--- config.mk ---
export PLATFORM = sky130hd
export DESIGN_NAME = comparator_burst_injector_flat
export DESIGN_NICKNAME = d
export VERILOG_FILES = /design/src/rtl/comparator_burst_injector_pkg.sv /design/src/rtl/comparator_burst_injector_if.sv /design/src/rtl/comparator_burst_injector_sat_counter.sv /design/src/rtl/comparator_burst_injector.sv /design/src/flat_wrapper.sv
export SDC_FILE = /design/constraint.sdc
export NUM_CORES = 1
export LEC_CHECK = 0
export CAP_MARGIN = 10
export CORE_MARGIN = 1
export CORE_UTILIZATION = 30
export DETAILED_ROUTE_END_ITERATION = 7
export DONT_BUFFER_PORTS = 1
export GPL_TIMING_DRIVEN = 0
export HOLD_SLACK_MARGIN = 0.03
export SLEW_MARGIN = 30
export SYNTH_ARGS = -nofsm -noshare
export SYNTH_HDL_FRONTEND = slang
export SYNTH_SLANG_ARGS = --single-unit
--- constraint.sdc ---
create_clock -name clk -period 2.7 [get_ports clk]
set_clock_uncertainty 0.2 [all_clocks]
set_input_delay 0.135 -clock clk [delete_from_list [all_inputs] [get_ports clk]]
set_output_delay 0.135 -clock clk [all_outputs]
set_load 0.02 [all_outputs]
--- src/rtl/comparator_burst_injector_pkg.sv ---
// Shared types and default widths for the comparator burst injector slice.
package comptest_pkg;

    localparam int DEF_HS_WIDTH  = 32;
    localparam int DEF_CNT_WIDTH = 32;
    localparam int DEF_BX_WIDTH  = 4;
    localparam int DEF_NP_WIDTH  = 16;

    typedef enum logic [1:0] {
        IDLE,
        PULSE_ON,
        PULSE_OFF,
        READOUT
    } state_t;

endpackage

--- src/rtl/comparator_burst_injector_if.sv ---
// Control, compare and status bundle between host logic and the burst injector.
interface comparator_burst_injector_if #(
    parameter int HS_WIDTH  = comptest_pkg::DEF_HS_WIDTH,
    parameter int CNT_WIDTH = comptest_pkg::DEF_CNT_WIDTH,
    parameter int BX_WIDTH  = comptest_pkg::DEF_BX_WIDTH,
    parameter int NP_WIDTH  = comptest_pkg::DEF_NP_WIDTH
);
    logic                 fire_pulse;
    logic                 abort;
    logic [NP_WIDTH-1:0]  num_pulses;
    logic [BX_WIDTH-1:0]  pulse_width;
    logic [BX_WIDTH-1:0]  bx_delay;
    logic                 compin_inject;
    logic [HS_WIDTH-1:0]  halfstrips;
    logic [HS_WIDTH-1:0]  halfstrips_expect;
    logic [HS_WIDTH-1:0]  halfstrips_mask;
    logic                 compout;
    logic                 compout_expect;
    logic                 halfstrips_errcnt_rst;
    logic                 compout_errcnt_rst;
    logic                 pulse_en;
    logic                 compin;
    logic                 pulser_ready;
    logic                 busy;
    logic                 done;
    logic [CNT_WIDTH-1:0] halfstrips_errcnt;
    logic [CNT_WIDTH-1:0] compout_errcnt;
    logic [CNT_WIDTH-1:0] shots_done;
    logic [HS_WIDTH-1:0]  halfstrips_errbits;
    logic                 compout_last;

    modport slave (
        input  fire_pulse, abort, num_pulses, pulse_width, bx_delay, compin_inject,
               halfstrips, halfstrips_expect, halfstrips_mask, compout, compout_expect,
               halfstrips_errcnt_rst, compout_errcnt_rst,
        output pulse_en, compin, pulser_ready, busy, done, halfstrips_errcnt,
               compout_errcnt, shots_done, halfstrips_errbits, compout_last
    );

    modport master (
        output fire_pulse, abort, num_pulses, pulse_width, bx_delay, compin_inject,
               halfstrips, halfstrips_expect, halfstrips_mask, compout, compout_expect,
               halfstrips_errcnt_rst, compout_errcnt_rst,
        input  pulse_en, compin, pulser_ready, busy, done, halfstrips_errcnt,
               compout_errcnt, shots_done, halfstrips_errbits, compout_last
    );

endinterface

--- src/rtl/comparator_burst_injector_sat_counter.sv ---
// Saturating up-counter with synchronous clear taking priority over increment.
module comparator_sat_counter
    import comptest_pkg::*;
#(
    parameter int WIDTH = DEF_CNT_WIDTH
) (
    input  logic             clk,
    input  logic             rst_n,
    input  logic             clr,
    input  logic             inc,
    output logic [WIDTH-1:0] q
);

    logic [WIDTH-1:0] q_q;
    logic [WIDTH-1:0] q_d;

    always_comb begin
        q_d = q_q;
        if (clr) begin
            q_d = '0;
        end else if (inc && (q_q != '1)) begin
            q_d = q_q + WIDTH'(1);
        end
    end

    always_ff @(posedge clk or negedge rst_n) begin
        if (!rst_n) begin
            q_q <= '0;
        end else begin
            q_q <= q_d;
        end
    end

    assign q = q_q;

endmodule

--- src/rtl/comparator_burst_injector.sv ---
// Fires a burst of test pulses into the comparator front end and checks each readout.
module comparator_burst_injector
    import comptest_pkg::*;
#(
    parameter int HS_WIDTH  = DEF_HS_WIDTH,
    parameter int CNT_WIDTH = DEF_CNT_WIDTH,
    parameter int BX_WIDTH  = DEF_BX_WIDTH,
    parameter int NP_WIDTH  = DEF_NP_WIDTH
) (
    input  logic                        clk,
    input  logic                        rst_n,
    comparator_burst_injector_if.slave  bus
);

    state_t              state_q;
    logic [BX_WIDTH-1:0] timer_q;
    logic [NP_WIDTH-1:0] shots_left_q;
    logic [BX_WIDTH-1:0] w_q;
    logic [BX_WIDTH-1:0] d_q;
    logic                inject_q;
    logic                pulse_en_q;
    logic                compin_q;
    logic                ready_q;
    logic                busy_q;
    logic                done_q;
    logic                compout_last_q;
    logic [HS_WIDTH-1:0] errbits_q;

    logic [BX_WIDTH-1:0] w_eff;
    logic [NP_WIDTH-1:0] n_eff;
    logic [HS_WIDTH-1:0] hs_diff;
    logic                readout_upd;

    assign w_eff       = (bus.pulse_width == '0) ? BX_WIDTH'(1) : bus.pulse_width;
    assign n_eff       = (bus.num_pulses == '0) ? NP_WIDTH'(1) : bus.num_pulses;
    assign hs_diff     = (bus.halfstrips ^ bus.halfstrips_expect) & bus.halfstrips_mask;
    assign readout_upd = (state_q == READOUT) && !bus.abort;

    // Timer counts down the cycles left in the current phase; outputs are set
    // on the transition edge so they line up with the state they describe.
    always_ff @(posedge clk or negedge rst_n) begin
        if (!rst_n) begin
            state_q      <= IDLE;
            timer_q      <= '0;
            shots_left_q <= '0;
            w_q          <= '0;
            d_q          <= '0;
            inject_q     <= 1'b0;
            pulse_en_q   <= 1'b0;
            compin_q     <= 1'b0;
            ready_q      <= 1'b1;
            busy_q       <= 1'b0;
            done_q       <= 1'b0;
        end else begin
            done_q <= 1'b0;
            if (bus.abort && (state_q != IDLE)) begin
                state_q    <= IDLE;
                pulse_en_q <= 1'b0;
                compin_q   <= 1'b0;
                ready_q    <= 1'b1;
                busy_q     <= 1'b0;
            end else begin
                case (state_q)
                    IDLE: begin
                        if (bus.fire_pulse) begin
                            state_q      <= PULSE_ON;
                            shots_left_q <= n_eff;
                            w_q          <= w_eff;
                            d_q          <= bus.bx_delay;
                            inject_q     <= bus.compin_inject;
                            timer_q      <= w_eff - BX_WIDTH'(1);
                            pulse_en_q   <= 1'b1;
                            compin_q     <= bus.compin_inject;
                            ready_q      <= 1'b0;
                            busy_q       <= 1'b1;
                        end
                    end
                    PULSE_ON: begin
                        if (timer_q == '0) begin
                            pulse_en_q <= 1'b0;
                            compin_q   <= 1'b0;
                            if (d_q == '0) begin
                                state_q <= READOUT;
                            end else begin
                                state_q <= PULSE_OFF;
                                timer_q <= d_q - BX_WIDTH'(1);
                            end
                        end else begin
                            timer_q <= timer_q - BX_WIDTH'(1);
                        end
                    end
                    PULSE_OFF: begin
                        if (timer_q == '0) begin
                            state_q <= READOUT;
                        end else begin
                            timer_q <= timer_q - BX_WIDTH'(1);
                        end
                    end
                    READOUT: begin
                        shots_left_q <= shots_left_q - NP_WIDTH'(1);
                        if (shots_left_q > NP_WIDTH'(1)) begin
                            state_q    <= PULSE_ON;
                            timer_q    <= w_q - BX_WIDTH'(1);
                            pulse_en_q <= 1'b1;
                            compin_q   <= inject_q;
                        end else begin
                            state_q <= IDLE;
                            ready_q <= 1'b1;
                            busy_q  <= 1'b0;
                            done_q  <= 1'b1;
                        end
                    end
                    default: state_q <= IDLE;
                endcase
            end
        end
    end

    always_ff @(posedge clk or negedge rst_n) begin
        if (!rst_n) begin
            errbits_q      <= '0;
            compout_last_q <= 1'b0;
        end else begin
            if (bus.halfstrips_errcnt_rst) begin
                errbits_q <= '0;
            end else if (readout_upd) begin
                errbits_q <= errbits_q | hs_diff;
            end
            if (readout_upd) begin
                compout_last_q <= bus.compout;
            end
        end
    end

    comparator_sat_counter #(.WIDTH(CNT_WIDTH)) u_hs_errcnt (
        .clk   (clk),
        .rst_n (rst_n),
        .clr   (bus.halfstrips_errcnt_rst),
        .inc   (readout_upd && (|hs_diff)),
        .q     (bus.halfstrips_errcnt)
    );

    comparator_sat_counter #(.WIDTH(CNT_WIDTH)) u_co_errcnt (
        .clk   (clk),
        .rst_n (rst_n),
        .clr   (bus.compout_errcnt_rst),
        .inc   (readout_upd && (bus.compout != bus.compout_expect)),
        .q     (bus.compout_errcnt)
    );

    comparator_sat_counter #(.WIDTH(CNT_WIDTH)) u_shots (
        .clk   (clk),
        .rst_n (rst_n),
        .clr   (bus.halfstrips_errcnt_rst),
        .inc   (readout_upd),
        .q     (bus.shots_done)
    );

    assign bus.pulse_en           = pulse_en_q;
    assign bus.compin             = compin_q;
    assign bus.pulser_ready       = ready_q;
    assign bus.busy               = busy_q;
    assign bus.done               = done_q;
    assign bus.halfstrips_errbits = errbits_q;
    assign bus.compout_last       = compout_last_q;

endmodule

--- src/flat_wrapper.sv ---
// flat-port wrapper written by rule: the top's interface ports become plain ports
module comparator_burst_injector_flat import comptest_pkg::*;
#(
    parameter int HS_WIDTH  = DEF_HS_WIDTH,
    parameter int CNT_WIDTH = DEF_CNT_WIDTH,
    parameter int BX_WIDTH  = DEF_BX_WIDTH,
    parameter int NP_WIDTH  = DEF_NP_WIDTH
)
  (clk, rst_n, bus_fire_pulse, bus_abort, bus_num_pulses, bus_pulse_width, bus_bx_delay, bus_compin_inject, bus_halfstrips, bus_halfstrips_expect, bus_halfstrips_mask, bus_compout, bus_compout_expect, bus_halfstrips_errcnt_rst, bus_compout_errcnt_rst, bus_pulse_en, bus_compin, bus_pulser_ready, bus_busy, bus_done, bus_halfstrips_errcnt, bus_compout_errcnt, bus_shots_done, bus_halfstrips_errbits, bus_compout_last);
  comparator_burst_injector_if #(.HS_WIDTH(HS_WIDTH), .CNT_WIDTH(CNT_WIDTH), .BX_WIDTH(BX_WIDTH), .NP_WIDTH(NP_WIDTH)) bus_i ();
  input  logic clk;
  input  logic rst_n;
  input wire logic [$bits(bus_i.fire_pulse)-1:0] bus_fire_pulse;
  input wire logic [$bits(bus_i.abort)-1:0] bus_abort;
  input wire logic [$bits(bus_i.num_pulses)-1:0] bus_num_pulses;
  input wire logic [$bits(bus_i.pulse_width)-1:0] bus_pulse_width;
  input wire logic [$bits(bus_i.bx_delay)-1:0] bus_bx_delay;
  input wire logic [$bits(bus_i.compin_inject)-1:0] bus_compin_inject;
  input wire logic [$bits(bus_i.halfstrips)-1:0] bus_halfstrips;
  input wire logic [$bits(bus_i.halfstrips_expect)-1:0] bus_halfstrips_expect;
  input wire logic [$bits(bus_i.halfstrips_mask)-1:0] bus_halfstrips_mask;
  input wire logic [$bits(bus_i.compout)-1:0] bus_compout;
  input wire logic [$bits(bus_i.compout_expect)-1:0] bus_compout_expect;
  input wire logic [$bits(bus_i.halfstrips_errcnt_rst)-1:0] bus_halfstrips_errcnt_rst;
  input wire logic [$bits(bus_i.compout_errcnt_rst)-1:0] bus_compout_errcnt_rst;
  output wire logic [$bits(bus_i.pulse_en)-1:0] bus_pulse_en;
  output wire logic [$bits(bus_i.compin)-1:0] bus_compin;
  output wire logic [$bits(bus_i.pulser_ready)-1:0] bus_pulser_ready;
  output wire logic [$bits(bus_i.busy)-1:0] bus_busy;
  output wire logic [$bits(bus_i.done)-1:0] bus_done;
  output wire logic [$bits(bus_i.halfstrips_errcnt)-1:0] bus_halfstrips_errcnt;
  output wire logic [$bits(bus_i.compout_errcnt)-1:0] bus_compout_errcnt;
  output wire logic [$bits(bus_i.shots_done)-1:0] bus_shots_done;
  output wire logic [$bits(bus_i.halfstrips_errbits)-1:0] bus_halfstrips_errbits;
  output wire logic [$bits(bus_i.compout_last)-1:0] bus_compout_last;
  assign bus_i.fire_pulse = bus_fire_pulse;
  assign bus_i.abort = bus_abort;
  assign bus_i.num_pulses = bus_num_pulses;
  assign bus_i.pulse_width = bus_pulse_width;
  assign bus_i.bx_delay = bus_bx_delay;
  assign bus_i.compin_inject = bus_compin_inject;
  assign bus_i.halfstrips = bus_halfstrips;
  assign bus_i.halfstrips_expect = bus_halfstrips_expect;
  assign bus_i.halfstrips_mask = bus_halfstrips_mask;
  assign bus_i.compout = bus_compout;
  assign bus_i.compout_expect = bus_compout_expect;
  assign bus_i.halfstrips_errcnt_rst = bus_halfstrips_errcnt_rst;
  assign bus_i.compout_errcnt_rst = bus_compout_errcnt_rst;
  assign bus_pulse_en = bus_i.pulse_en;
  assign bus_compin = bus_i.compin;
  assign bus_pulser_ready = bus_i.pulser_ready;
  assign bus_busy = bus_i.busy;
  assign bus_done = bus_i.done;
  assign bus_halfstrips_errcnt = bus_i.halfstrips_errcnt;
  assign bus_compout_errcnt = bus_i.compout_errcnt;
  assign bus_shots_done = bus_i.shots_done;
  assign bus_halfstrips_errbits = bus_i.halfstrips_errbits;
  assign bus_compout_last = bus_i.compout_last;
  comparator_burst_injector #(.HS_WIDTH(HS_WIDTH), .CNT_WIDTH(CNT_WIDTH), .BX_WIDTH(BX_WIDTH), .NP_WIDTH(NP_WIDTH)) u_core (.clk(clk), .rst_n(rst_n), .bus(bus_i));
endmodule
==> Word level (Yosys, flattened, before mapping) <==
Index checks and enable logic that the tools add are counted.
{ "classes": {"n_addsub": 8, "n_mul": 0, "div_mod_pow": 0, "magnitude_cmp": 1, "eq_ne": 16, "shifts": 0, "n_mux": 44, "n_bitwise": 4, "reduce_logical": 28} }
{ "op_table": {"columns": ["cell", "n"], "rows": [
  ["$mux W32", 8],
  ["$add A32 B1 Y32 const B", 3],
  ["$ne A32 B32 Y1 const B", 3],
  ["$and A32 B32 Y32", 1],
  ["$mux W16", 2],
  ["$or A32 B32 Y32", 1],
  ["$pmux W16 S2", 1],
  ["$reduce_or A32 Y1", 1],
  ["$xor A32 B32 Y32", 1],
  ["$mux W4", 6],
  ["$mux W1", 17],
  ["$gt A16 B1 Y1 const B", 1],
  ["$logic_not A16 Y1", 1],
  ["$pmux W4 S4", 1],
  ["$sub A16 B1 Y16 const B", 1],
  ["$sub A4 B1 Y4 const B", 4],
  ["$logic_not A4 Y1", 3],
  ["$reduce_and A3 Y1", 4],
  ["$reduce_bool A2 Y1", 6],
  ["$ne A3 B3 Y1 const B", 3],
  ["$mux W2", 4],
  ["$pmux W2 S4", 1],
  ["$logic_and A1 B1 Y1", 7],
  ["$ne A2 B2 Y1 const B", 3],
  ["other kinds (14)", 18]
]} }
{ "word_totals": {"regBits": 165, "latch_bits": 0, "mem_bits_rw": 0, "rom_bits": 0, "wordCells": 117, "memories": 0} }

==> Logic depth before layout (Yosys ltp) <==
{ "depth": {"ltp_word": 7, "mapped_depth": 12} }

==> Hierarchy <==
A second synthesis with hierarchy kept.
{ "unflattened": {"cells_unflattened": 1018, "hier_area_um2": 9554.2} }
{ "by_module_without_submodules": {"columns": ["module", "instances", "cells_each", "area_each_um2", "seq_area_each_um2"], "rows": [
  ["comparator_sat_counter", 3, 198, 1854.3, 800.8],
  ["comparator_burst_injector", 1, 424, 3991.3, 1727.9]
]} }

==> Least setup slack after synthesis <==
OpenSTA, ideal clock, no wires.
{ "synth_path": {"path_type": "reg-to-reg", "startpoint": "register u_core.u_hs_errcnt.q_q[0] (netlist: u_core.u_hs_errcnt.q[0])", "endpoint": "register u_core.u_hs_errcnt.q_q[21] (netlist: u_core.u_hs_errcnt.q[21])", "arrival_time_ns": 2.370, "required_time_ns": 2.375, "setup_slack_ns": 0.005, "stages_incl_launch_ff": 12, "path_buffers": 2, "period_less_slack_ns": 2.695, "path_cell_list": "dfrtp_1 -> ha_1 -> and2_1 -> clkbuf_1 -> nand3_1 -> nor3_1 -> nor2b_1 -> nor3_2 -> nand2_1 -> buf_2 -> nor4_1 -> mux2_2"} }
{ "synth_via": {"elab_chain_cells": 3, "elab_cells_between_ends": 6} }
{ "synth_rtl": {"columns": ["item", "line_no", "rtl"], "rows": [
  ["start, declared", "comparator_burst_injector_sat_counter.sv:14", "logic [WIDTH-1:0] q_q;"],
  ["start signal, assigned", "comparator_burst_injector_sat_counter.sv:30", "q_q <= q_d;"],
  ["$add A32 B1 Y32 / $ne A32 B32 Y1 (equally long branches)", "comparator_burst_injector_sat_counter.sv:22, comparator_burst_injector_sat_counter.sv:21", null],
  ["$mux W32 / $logic_and A1 B1 Y1 (equally long branches)", "comparator_burst_injector_sat_counter.sv:21", "end else if (inc && (q_q != '1)) begin"],
  ["$mux W32 / $reduce_bool A2 Y1 (equally long branches)", null, null]
]} }
Parallel ways exist; a longest one is shown, timed or not. The select of a mux whose other input is x is not followed.
A chain may end at the register's enable or synchronous reset.

==> Worst setup path after layout <==
{ "layout_path": {"startpoint": "register u_core.u_hs_errcnt.q_q[7] (netlist: u_core.u_hs_errcnt.q[7])", "endpoint": "register u_core.u_hs_errcnt.q_q[20] (netlist: u_core.u_hs_errcnt.q[20])"} }
The elaborated chain is that of the path after synthesis.

==> impl_metrics.toml <==
[timing]
fmax_mhz = 385
slew_violations = 0
final_hold_viol_count = 165
setup_viol = 0
maxSlewHeadroom = 0.371
worstMarginPinSlew_ps = 944
finalSetupTns_ps = 0
fin_hold_ws_ps = -809
fin_crit_sh = 0.961
fin_crit_ps = 2600

[outcome]
violations = "negative hold slack"
status = "complete, but fails checks"

[final_layout]
nets = 1243
area_delta_synth_final_pct = 29.7
fin_area_sq_um = 11400
drive_above_1_share = 0.132
fillCellCount = 2773

[worst_setup_path]
crit_type = "reg2reg"
rr_startpoint = "u_core.u_hs_errcnt.q[7]"
r2r_cells = 9
cp.arrival_ps = 2720
r2r_end = "u_core.u_hs_errcnt.q[20]"
crit_required_ps = 2820
r2r_setup_slack_ps = 100
cp_max_fo = 10
endpoint_kind = "flop"
startpoint_type = "flop"

[synth]
synth.avg_cell_area_sq_um = 9.30
syn_area_sq_um = 8820
netlist_instances = 949
yosysUniqueCellTypes = 57
yosys-top-cells-count = "dfrtp_1, nor2_1, xor2_1"
yosysTopAreaCellShare = 0.465
async_flop_share = 1.00
ys_seq_area_frac = 0.468
synth_top_flop_cell = "dfrtp_1"
ys_top_cells_by_area = "dfrtp_1, xor2_1, nor2_1"
synth_top_area_cell = "dfrtp_1"
yosys_warnings = 0
synth_edf_count = 0
synth_seq_cells = 165
synth_fp_nets = 1091
yosysMostFrequentCell = "dfrtp_1"

[floorplan]
die_area_sq_um = 30100
start_util = 0.306
die_x_microns = 173
core_area_sq_um = 28800
die_h_microns = 173
fp-row-count = 62
ioPinCount = 263

[power]
comb_power_share = 0.265
intPower_mw = 5.10
switching_power_mw = 2.71
swShare = 0.347
seqPwrFrac = 0.414
p_per_area_nw_per_um2 = 682
ir_drop_mv = 0.451
pwr-share-clk = 0.321
p_leak_nw = 4.58

[clocking]
cts_tree = "yes"
cts_sinks = 165
clock_latency_ps = 440
hold_buffers = 120
cts-buffers-inserted = 17
clkTransAtPathRegs_ps = 70
clk_path_buf_depth = 2
cts_root_buf = "clkbuf_16"
cts-htree-levels = 4

[placement]
dp_hpwl_microns = 18800
port_buffers = 0
place_congestion = 0.850
placed_cell_area_sq_um = 9300

[min_path]
hp-class = "in2async"

[route]
firstDrtPassIters = 5
viasPerCell = 5.27
vias = 7897
routedWlPerCell_microns = 18.9
final_antenna_net_count = 0
wirelength_microns = 28400
drt_iter0_drc = 435
drcViolationCount = 0

[job]
max-cap-violations = 0

[global_routing]
grtUsageTotal = 0.189
antenna_found_initial = 2
grt_pass1_wl_microns = 44200
grt_max_degree = 166
gr-total-overflow = 0
grt_pass1_vias = 7915
-- power groups by stage --
stage / Clock (mW) / Sequential, mW / Combinational, mW
floorplan: 0 / 3.15 / 1.40
global placement: 0 / 3.23 / 1.78
detailed placement: 0 / 3.24 / 1.80
CTS: 2.56 / 3.20 / 2.01
global route: 2.64 / 3.28 / 2.32
finish: 2.51 / 3.23 / 2.07
-- state kept, by name (all words and copies together), names as in the netlist --
signal                         cells
u_core.u_hs_errcnt.q              32
u_core.shots_left_q               16
u_core.bus.compin                  1
u_core.bus.compout_last            1
u_core.bus.pulse_en                1
u_core.state_q                     2
u_core.bus.busy                    1
u_core.u_shots.q                  32
u_core.u_co_errcnt.q              32
u_core.inject_q                    1
u_core.d_q                         4
u_core.bus.halfstrips_errbits     32
u_core.bus.done                    1
u_core.bus.pulser_ready            1
u_core.timer_q                     4
u_core.w_q                         4
-- routing by layer --
metal  GRT usage  share of wire  wire length, microns
met5           0        0.00046                    13
met4      0.0793          0.031                   870
met3      0.0596          0.076                  2170
met2       0.300           0.46                 13200
met1       0.237           0.43                 12100
-- layout make-up --
class / count / area, sq um / share of cell area
inverter: 24 / 90.1 / 0.00787
buffer: 35 / 159 / 0.0139
multi-input combinational: 723 / 4640 / 0.406
tap: 384 / 480 / 0.0420
clock buffer: 21 / 450 / 0.0394
antenna: 1 / 2.50 / 0.000219
timing repair buffer: 135 / 1320 / 0.115
clock inverter: 11 / 128 / 0.0112
sequential: 165 / 4170 / 0.365
-- what timing repair did --
| item | CTS | global route |
|---|---|---|
| resized for setup | 37 | 54 |
| pin swaps | 7 | 12 |
| setup endpoints to repair | 70 | 63 |
| hold endpoints to repair | 271 | 165 |
| buffers inserted | 7 | 9 |
-- cell usage in the layout (no fill, tap or decap), types with 7 or more instances in the layout --
cell type / netlist / final
nor2_1: 140 / 137
dfrtp_1: 164 / 129
dlygate4sd3_1: 0 / 120
xor2_1: 79 / 79
nand2_1: 63 / 62
a21oi_1: 47 / 46
nand3_1: 47 / 44
o21ai_0: 38 / 38
dfrtp_2: 0 / 35
a31oi_1: 32 / 32
nand4_1: 26 / 26
xnor2_1: 27 / 26
inv_1: 24 / 24
clkbuf_1: 26 / 24
and3_1: 23 / 21
clkbuf_16: 0 / 17
or3_1: 15 / 15
buf_4: 1 / 15
nor3_1: 17 / 14
or4_1: 12 / 12
mux2_2: 12 / 12
and2_1: 13 / 11
o22ai_1: 11 / 11
ha_1: 13 / 11
o31ai_1: 10 / 10
a22oi_1: 12 / 10
mux2i_1: 8 / 8
nor2b_1: 9 / 8
and4_1: 10 / 8
nand2b_1: 7 / 7
-- how the worst max path moves through the flow --
stage | startpoint | end | slack, ps | cells past startpoint
after CTS | u_core.u_co_errcnt.q[23] | u_core.u_co_errcnt.q[23] | 0.6 | 8
after global routing | u_core.state_q[0] | u_core.u_co_errcnt.q[27] | -20 | 11
after global placement | u_core.state_q[0] | u_core.u_shots.q[25] | -860 | 10
after detailed placement | u_core.state_q[0] | u_core.u_co_errcnt.q[31] | -490 | 9
after floorplan | u_core.u_hs_errcnt.q[0] | u_core.u_hs_errcnt.q[21] | 5 | 11
final | u_core.u_hs_errcnt.q[7] | u_core.u_hs_errcnt.q[20] | 100 | 9
-- logic make-up after synthesis --
logic type      synth area share
simple gates               0.233
compound gates             0.123
flops                      0.468
xor+xnor                   0.105
buf+inv                   0.0275
mux                       0.0244
fa+ha+maj                 0.0184
-- metrics by stage --
step	util	instances	total power, mW	setup slack (ps)	hold slack, ps
floorplan	-	949	4.55	4.92	-361
global placement	0.323	1333	5.01	-857	-356
detailed placement	0.323	1333	5.04	-489	-357
CTS	0.390	1491	7.77	0.613	-834
global route	0.398	1498	8.24	-20.5	-837
finish	0.398	1499	7.80	105	-809
-- critical path, cell delays in order, from the launching register on --
cell and delay [ps]:
dfrtp_1 540, and3_1 260, nand4_1 190, nor3_2 300
nor2b_4 230, nor2_2 60, nand2_1 80, buf_2 240
nor3_1 100, mux2_2 280
No activity file was read; power rests on OpenSTA's default activity.
